`config.mk`:
```
export PLATFORM = sky130hd
export DESIGN_NAME = dual_elevator_top
export DESIGN_NICKNAME = d
export VERILOG_FILES = /design/src/rtl/dual_elevator_top.sv
export SDC_FILE = /design/constraint.sdc
export NUM_CORES = 1
export LEC_CHECK = 0
export BUFFER_PORTS_ARGS = -buffer_cell sky130_fd_sc_hd__buf_2
export CAP_MARGIN = 25
export CORE_MARGIN = 8
export CORE_UTILIZATION = 30
export CTS_BUF_LIST = sky130_fd_sc_hd__clkbuf_4 sky130_fd_sc_hd__clkbuf_8
export DETAILED_ROUTE_END_ITERATION = 10
export PLACE_DENSITY = 0.46
export SYNTH_ARGS = -nofsm -noshare
export SYNTH_HDL_FRONTEND = slang
export SYNTH_SLANG_ARGS = --single-unit
```
`constraint.sdc`:
```
create_clock -name clk -period 3.35 [get_ports clk]
set_clock_uncertainty 0.1 [all_clocks]
set_input_delay 0.67 -clock clk [delete_from_list [all_inputs] [get_ports clk]]
set_output_delay 0.67 -clock clk [all_outputs]
set_load 0.03 [all_outputs]
```
`src/rtl/dual_elevator_top.sv`:
```
// Two-car, four-floor elevator controller: latches hall requests, sends each one to the
// nearer idle car, and sequences the cars through move/door phases with emergency freeze.
// Optional build macro ELEV_EMERGENCY_DOOR_OPEN_EN: idle/door cars show open doors in emergency.
module dual_elevator_top #(
  parameter int unsigned FLOOR_CYCLES = 8,
  parameter int unsigned DOOR_CYCLES  = 4
) (
  input  logic       clk,
  input  logic       rst,
  input  logic [3:0] floor_requests,
  input  logic       emergency_stop,
  input  logic [1:0] priority_floor,
  input  logic       priority_request,
  output logic [1:0] elev1_current_floor,
  output logic [1:0] elev2_current_floor,
  output logic       elev1_door_open,
  output logic       elev2_door_open,
  output logic       elev1_moving_up,
  output logic       elev2_moving_up,
  output logic       elev1_moving_down,
  output logic       elev2_moving_down,
  output logic       elev1_busy,
  output logic       elev2_busy,
  output logic [3:0] request_ack,
  output logic       emergency_override
);
  localparam int unsigned CNT_MAX = (FLOOR_CYCLES > DOOR_CYCLES) ? FLOOR_CYCLES : DOOR_CYCLES;
  localparam int unsigned CNT_W   = $clog2(CNT_MAX + 1);
  localparam logic [CNT_W-1:0] FLOOR_LAST = CNT_W'(FLOOR_CYCLES - 1);
  localparam logic [CNT_W-1:0] DOOR_LAST  = CNT_W'(DOOR_CYCLES - 1);

  typedef enum logic [1:0] {ST_IDLE, ST_MOVE, ST_DOOR} state_t;

  state_t           r_state   [2];
  logic [1:0]       r_floor   [2];
  logic [1:0]       r_target  [2];
  logic             r_has_tgt [2];
  logic [CNT_W-1:0] r_cnt     [2];
  logic [3:0]       r_pending;
  logic [3:0]       r_assigned;

  logic             w_emerg;
  logic [3:0]       w_cand;
  logic             w_cand_vld;
  logic [1:0]       w_cand_floor;
  logic [1:0]       w_free;
  logic [1:0]       w_dist       [2];
  logic [1:0]       w_next_floor [2];
  logic [1:0]       w_up;
  logic [1:0]       w_down;
  logic [1:0]       w_door;
  logic             w_disp_vld;
  logic             w_disp_car;
  logic [3:0]       w_set;
  logic [3:0]       w_clear;
  logic [3:0]       w_assign;

  assign w_emerg = emergency_stop;

  // Candidate floor: priority floor first when enabled, else the lowest pending unassigned floor
  always_comb begin
    w_cand       = r_pending & ~r_assigned;
    w_cand_vld   = 1'b0;
    w_cand_floor = 2'd0;
    if (priority_request && w_cand[priority_floor]) begin
      w_cand_vld   = 1'b1;
      w_cand_floor = priority_floor;
    end else begin
      for (int i = 3; i >= 0; i--) begin
        if (w_cand[i]) begin
          w_cand_vld   = 1'b1;
          w_cand_floor = 2'(i);
        end
      end
    end
  end

  // Per-car decode: availability, distance to candidate, next floor, status outputs, service clear
  always_comb begin
    w_clear = 4'b0000;
    for (int c = 0; c < 2; c++) begin
      w_free[c]       = (r_state[c] == ST_IDLE) && !r_has_tgt[c];
      w_dist[c]       = (r_floor[c] >= w_cand_floor) ? (r_floor[c] - w_cand_floor)
                                                     : (w_cand_floor - r_floor[c]);
      w_next_floor[c] = (r_target[c] > r_floor[c]) ? (r_floor[c] + 2'd1) : (r_floor[c] - 2'd1);
      w_up[c]         = (r_state[c] == ST_MOVE) && (r_target[c] > r_floor[c]) && !w_emerg;
      w_down[c]       = (r_state[c] == ST_MOVE) && (r_target[c] < r_floor[c]) && !w_emerg;
`ifdef ELEV_EMERGENCY_DOOR_OPEN_EN
      w_door[c]       = (r_state[c] == ST_DOOR) || (w_emerg && (r_state[c] == ST_IDLE));
`else
      w_door[c]       = (r_state[c] == ST_DOOR);
`endif
      if ((r_state[c] == ST_DOOR) && (r_cnt[c] == DOOR_LAST) && !w_emerg) begin
        w_clear[r_target[c]] = 1'b1;
      end
    end
  end

  // Dispatch to the nearer idle car (tie to elev1); emergency blocks both latching and dispatch
  always_comb begin
    w_disp_vld = !w_emerg && w_cand_vld && (w_free != 2'b00);
    w_disp_car = 1'b0;
    if (w_free == 2'b11) begin
      w_disp_car = (w_dist[1] < w_dist[0]);
    end else begin
      w_disp_car = w_free[1];
    end
    w_assign = w_disp_vld ? (4'b0001 << w_cand_floor) : 4'b0000;
    w_set    = 4'b0000;
    if (!w_emerg) begin
      w_set = priority_request ? (4'b0001 << priority_floor) : floor_requests;
    end
  end

  // Request bookkeeping and car FSMs; everything holds while the emergency stop is active
  always_ff @(posedge clk or posedge rst) begin
    if (rst) begin
      r_pending  <= 4'b0000;
      r_assigned <= 4'b0000;
      for (int c = 0; c < 2; c++) begin
        r_state[c]   <= ST_IDLE;
        r_target[c]  <= 2'd0;
        r_has_tgt[c] <= 1'b0;
        r_cnt[c]     <= '0;
      end
      r_floor[0] <= 2'd0;
      r_floor[1] <= 2'd3;
    end else if (!w_emerg) begin
      r_pending  <= (r_pending & ~w_clear) | w_set;
      r_assigned <= (r_assigned & ~w_clear) | w_assign;
      for (int c = 0; c < 2; c++) begin
        case (r_state[c])
          ST_IDLE: begin
            r_cnt[c] <= '0;
            if (r_has_tgt[c]) begin
              r_state[c] <= (r_target[c] == r_floor[c]) ? ST_DOOR : ST_MOVE;
            end else if (w_disp_vld && (w_disp_car == 1'(c))) begin
              r_target[c]  <= w_cand_floor;
              r_has_tgt[c] <= 1'b1;
            end
          end
          ST_MOVE: begin
            if (r_cnt[c] == FLOOR_LAST) begin
              r_cnt[c]   <= '0;
              r_floor[c] <= w_next_floor[c];
              if (w_next_floor[c] == r_target[c]) begin
                r_state[c] <= ST_DOOR;
              end
            end else begin
              r_cnt[c] <= r_cnt[c] + CNT_W'(1);
            end
          end
          ST_DOOR: begin
            if (r_cnt[c] == DOOR_LAST) begin
              r_cnt[c]     <= '0;
              r_state[c]   <= ST_IDLE;
              r_has_tgt[c] <= 1'b0;
            end else begin
              r_cnt[c] <= r_cnt[c] + CNT_W'(1);
            end
          end
          default: r_state[c] <= ST_IDLE;
        endcase
      end
    end
  end

  assign elev1_current_floor = r_floor[0];
  assign elev2_current_floor = r_floor[1];
  assign elev1_door_open     = w_door[0];
  assign elev2_door_open     = w_door[1];
  assign elev1_moving_up     = w_up[0];
  assign elev2_moving_up     = w_up[1];
  assign elev1_moving_down   = w_down[0];
  assign elev2_moving_down   = w_down[1];
  assign elev1_busy          = (r_state[0] != ST_IDLE);
  assign elev2_busy          = (r_state[1] != ST_IDLE);
  assign request_ack         = r_pending;
  assign emergency_override  = w_emerg;

endmodule

```
# Yosys cells after proc, flatten, opt, wreduce, memory -nomap -nowiden
# Cells that the tools add are included.
word_totals:
  ram_bits: 0
  in_bits: 10
  out_inout_bits: 17
  regBits: 30
  latch_bits: 0
  mem_bits_ro: 0
  elab_cells: 164
  memories: 0
op_classes:
  addsub: 10
  n_eq_ne: 21
  magnitude_cmp: 12
  bitwise: 12
  multipliers: 0
  n_shift: 2
  n_div: 0
  muxes: 52
  reduce_logical: 43
ops:
  columns: ["cell", "count"]
  rows:
  - ["two-way mux 2 bit", 19]
  - ["two-way mux 4 bit", 9]
  - ["case mux 4 bit (3 select lines)", 2]
  - ["logical AND 1 bit", 21]
  - ["two-way mux 1 bit", 15]
  - ["AND 4 bit", 3]
  - ["inequality test 2 x 1 -> 1 bit, second input constant", 6]
  - ["bitwise OR 4 bit", 3]
  - ["case mux 2 bit (3 select lines)", 2]
  - ["AND reduction 3 bit", 4]
  - ["AND reduction 5 bit", 2]
  - ["nonzero test 2 bit", 5]
  - ["< comparator 2 x 3 -> 1 bit, second input constant", 3]
  - ["adder 4 x 1 -> 4 bit, second input constant", 2]
  - ["== test 2 bit", 4]
  - ["== test 4 x 2 -> 1 bit, second input constant", 2]
  - ["== test 4 x 3 -> 1 bit, second input constant", 2]
  - ["inverter 4 bit", 2]
  - ["AND reduction 4 bit", 2]
  - ["<< shifter 1 x 2 -> 4 bit, first input constant", 2]
  - ["subtractor 2 bit", 4]
  - ["== test 2 bit, second input constant", 3]
  - ["< comparator 2 bit", 3]
  - ["nonzero test 3 bit", 2]
  - ["other kinds (14)", 30]

# Longest topological paths before layout
depth:
  ltp_word: 16
  mapped_depth: 15

# Worst setup path before layout
# OpenSTA, ideal clock, no wires.
synth_timing:
  kind: "input port to flip-flop"
  from: "input port priority_floor[1]"
  to: "register r_target[2] (netlist name)"
  path_stages: 13
  path_buffers: 0
  arrival_ps: 3367
  setup_slack_ps: -242
  setup_ps: 125
  cell_sequence: "and2_4 -> a32o_2 -> o21ai_4 -> mux2i_2 -> inv_2 -> fa_1 -> a21boi_0 -> o21ai_0 -> ha_1 -> a21oi_1 -> nand2_1 -> and3_1 -> mux2_2"
synth_between:
  elab_chain_cells: 11
synth_lines:
  columns: ["item", "line", "text"]
  rows:
  - ["from (decl)", "12", "input logic [1:0] priority_floor,"]
  - ["binary-select mux 1 bit (select 2 bit)", "65", "if (priority_request && w_cand[priority_floor]) begin"]
  - ["two-way mux 1 bit (not written as such)", "65", null]
  - ["logical AND 1 bit", "65", null]
  - ["two-way mux 2 bit (*)", "65", null]
  - ["net w_cand_floor[1]", "45", "logic [1:0] w_cand_floor;"]
  - ["subtractor 2 bit, or another cell as far along", "84", ": (w_cand_floor - r_floor[c]);"]
  - ["two-way mux 2 bit", "83", "w_dist[c] = (r_floor[c] >= w_cand_floor) ? (r_floor[c] - w_cand_floor)"]
  - ["< comparator 2 bit (*)", "104", "w_disp_car = (w_dist[1] < w_dist[0]);"]
  - ["two-way mux 1 bit (*)", "103", "if (w_free == 2'b11) begin"]
  - ["inverter 1 bit (*)", "137", "end else if (w_disp_vld && (w_disp_car == 1'(c))) begin"]
  - ["logical AND 1 bit (*)", "137", null]
  - ["AND reduction 4 bit (no line) (*)", null, null]
  - ["to (signal, indexed assignment)", "138", "r_target[c] <= w_cand_floor;"]
  - ["to (decl)", "36", "logic [1:0] r_target [2];"]
# The timed path passes the listed nets; every way through them passes the cells marked *. The select of a mux whose other input is x is not followed.
# A chain may end at the register's enable or synchronous reset.

# Final worst setup path
layout_timing:
  from: "input port priority_floor[1]"
  to: "register r_target[2] (netlist name)"
layout_between:
  elab_chain_cells: 11
layout_lines:
  columns: ["item", "line"]
  rows:
  - ["binary-select mux 1 bit (select 2 bit)", "65"]
  - ["two-way mux 1 bit (not written as such)", "65"]
  - ["logical AND 1 bit", "65"]
  - ["two-way mux 2 bit", "65"]
  - ["subtractor 2 bit, or another cell as far along", "84"]
  - ["two-way mux 2 bit", "83"]
  - ["< comparator 2 bit", "104"]
  - ["two-way mux 1 bit", "103"]
  - ["inverter 1 bit", "137"]
  - ["logical AND 1 bit", "137"]
  - ["AND reduction 4 bit (no line)", null]
# Several ways; a longest one is shown, not always the timed one. The select of a mux whose other input is x is not followed.

==> flow_summary.json <==
{
  "status": "finished, violations left",
  "violations": "setup timing",
  "syn_avg_cell_area_um2": 8.928,
  "initial_core_util": 0.3089,
  "area_growth_pct": 24.13,
  "leakagePower_nw": 1.379,
  "power-per-cell-area_mw_per_mm2": 747.7,
  "drcViolationCount": 0,
  "yosysSeqAreaShare": 0.3172,
  "ys_top_cells_by_area": "dfrtp_1 30%, ha_1 12%, o21ai_0 5.7%",
  "synth_edf_count": 0,
  "power.total_mw": 2.204,
  "worst_pin_slew_ps": 795.4,
  "grt_max_degree": 25,
  "die_h_um": 105.0,
  "grt_pass1_vias": 2143,
  "clk_pin_slew_ps": 70,
  "detail_route.wirelength_um": 6072,
  "setup_slack_ps": -71.92,
  "highest_layer": "met4",
  "yosysWarnings": 0,
  "syn_area_mm2": 0.002375,
  "first_iter_violations": 61,
  "n_fill_cell": 838,
  "dr.pass1.iters": 4,
  "min_period_over_period": 1.021,
  "grt_use_total": 0.1138,
  "worstSetupPathType": "input port to register",
  "final-hold-violation-count": 0,
  "drive_gt1_frac": 0.2780,
  "wl_met2_um": 2814,
  "cts_buffers": 5,
  "synth_cells": 266,
  "wl_met1_um": 2977,
  "antenna_left": 0,
  "vias_per_cell": 4.930,
  "io-pin-count": 27,
  "layout_min_cycle_time_ps": 3422,
  "diodes": 0,
  "hp-class": "input port to asynchronous set/reset pin",
  "synth_most_common_cell": "dfrtp_1",
  "fmax_ghz": 0.2922,
  "cts_buffer_depth": 2,
  "synth_flop_cell": "dfrtp_1",
  "num_rows": 32,
  "rsz0062_at_grt": "yes",
  "coreArea_mm2": 0.007687,
  "synth_top_area_share": 0.2950,
  "hold_ws_ps": 354.0,
  "cts-root-buf": "clkbuf_8",
  "grt_pass1_wl_um": 10410,
  "slew_headroom": 0.4641,
  "cts_tree": "done",
  "grt_overflow": 0,
  "dieArea_mm2": 0.01102,
  "setup_viol": 2,
  "gp_congestion": 0.7518,
  "antenna_found_initial": 0,
  "cap_violations": 0,
  "portBuffers": 26,
  "worstPathArrival_ps": 3500,
  "critPathRequiredTime_ps": 3420,
  "yosys-top-cells-count": "28 x dfrtp_1, 27 x o21ai_0, 26 x inv_1",
  "end_kind": "register",
  "drv_slew": 0,
  "worst_setup_path_start_kind": "input port",
  "worstPathMaxFanout": 6,
  "hpwl_um": 4650,
  "fin_nets": 347,
  "syn_nets": 300,
  "synth.largest_area_cell": "dfrtp_1",
  "vdd_drop_max_mv": 0.3316,
  "clkSinkCount": 30,
  "ys_ff_latch": 30,
  "die_w_um": 105.0,
  "wl_per_cell_um": 14.63,
  "insertion_delay_ps": 290,
  "wl_met3_um": 183,
  "async_flop_share": 1.000,
  "vias": 2046,
  "h-tree-depth": 2,
  "yosysUniqueCellTypes": 64
}
-- cell families after synthesis --
| group | Yosys count | share of synthesized area |
|---|---|---|
| AND/OR/NAND/NOR | 85 | 0.1918 |
| AO/OA/AOI/OAI | 73 | 0.2123 |
| buffers and inverters | 34 | 0.05954 |
| flip-flops | 30 | 0.3172 |
| adder cells (fa/ha/maj) | 24 | 0.1328 |
| multiplexers | 13 | 0.06059 |
| XOR/XNOR | 7 | 0.02582 |
-- flip-flops by register name (all words and copies together), names as in the netlist --
| name | cells |
|---|---|
| r_has_tgt | 2 |
| request_ack | 4 |
| r_target | 4 |
| elev2_current_floor | 2 |
| r_assigned | 4 |
| elev1_current_floor | 2 |
| r_cnt | 8 |
| r_state | 4 |
-- per-layer routing --
| metal | global-route usage | vias up |
|---|---|---|
| li1 | - | 1038 |
| met1 | 0.1448 | 972 |
| met2 | 0.1851 | 26 |
| met3 | 0.02580 | 10 |
| met4 | 0.03874 | 0 |
| met5 | 0 | - |
-- critical path, cell delays in order --
cell	delay, ps
buf_8	110
and2_4	150
a32o_2	270
o21ai_4	170
mux2i_4	360
fa_1	510
a21oi_2	140
o22a_1	150
ha_1	230
a21oi_2	190
nand2_1	90
and3_4	200
mux2_2	260
-- repair_timing --
action                     CTS  global route
pin swaps                    7             7
setup endpoints to repair    2             6
gates resized for setup     13             8
setup buffers                4             4
hold buffers                 0             0
-- report_power, final --
part / internal, mW / total (mW) / switching, mW / leakage (nW)
Sequential: 0.464 / 0.574 / 0.110 / 0.343
Clock: 0.139 / 0.275 / 0.136 / 0.0438
Combinational: 0.585 / 1.36 / 0.770 / 0.992
Total: 1.19 / 2.20 / 1.02 / 1.38
-- path summary, 6_finish.rpt --
path / start / to / slack, ps / depth (start not counted)
hold reg to reg: r_assigned[0]$_DFFE_PP0N_ / r_assigned[0]$_DFFE_PP0N_ / 410 / 2
hold / removal: rst / r_cnt[7]$_DFFE_PP0P_ / 350 / 2
max in group asynchronous: rst / elev2_current_floor[1]$_DFFE_PP1P_ / 2050 / 3
setup reg to reg: request_ack[2]$_DFFE_PP0N_ / r_target[2]$_DFFE_PP0P_ / 20 / 14
min in group clk: r_assigned[0]$_DFFE_PP0N_ / r_assigned[0]$_DFFE_PP0N_ / 410 / 2
setup / recovery: priority_floor[1] / r_target[2]$_DFFE_PP0P_ / -70 / 13
-- through the flow --
stage	setup WS [ps]	cell area (µm²)	setup TNS (ps)	utilization	cells
floorplan	-137.3	2409	-256.1	-	266
global placement	-316.8	2743	-1180	0.3568	403
finish	-71.92	2948	-80.93	0.3835	415
detailed placement	-403.0	2743	-1648	0.3568	403
global route	-170.9	2948	-340.8	0.3835	415
CTS	-62.74	2909	-81.70	0.3784	414
-- cells in the final DEF (no fill, tap or decap), types with 3 or more instances in the layout --
cell type	netlist	routed
a21oi_1	8	6
a31oi_1	4	3
buf_2	2	24
buf_4	1	19
clkbuf_8	0	5
dfrtp_1	28	28
ha_1	22	20
inv_1	26	25
inv_2	2	3
mux2_2	4	4
mux2i_1	7	7
nand2_1	15	15
nand2b_1	12	8
nand2b_4	0	4
nand3_1	9	8
nor2_1	21	21
nor2b_1	4	4
nor3_1	5	5
o211ai_1	3	3
o21ai_0	27	24
o22ai_1	5	5
xnor2_1	4	4
xor2_1	3	3
-- final cells by class --
type / instances / area [µm²] / area share
multi-input cells: 202 / 1579 / 0.5357
inverters: 28 / 105.1 / 0.03565
repair buffers: 46 / 304.0 / 0.1031
flip-flops and latches: 30 / 753.2 / 0.2555
clock inverters: 2 / 10.01 / 0.003396
clock buffers: 5 / 68.82 / 0.02334
well taps: 102 / 127.6 / 0.04329
(Power assumes the default switching activity.)
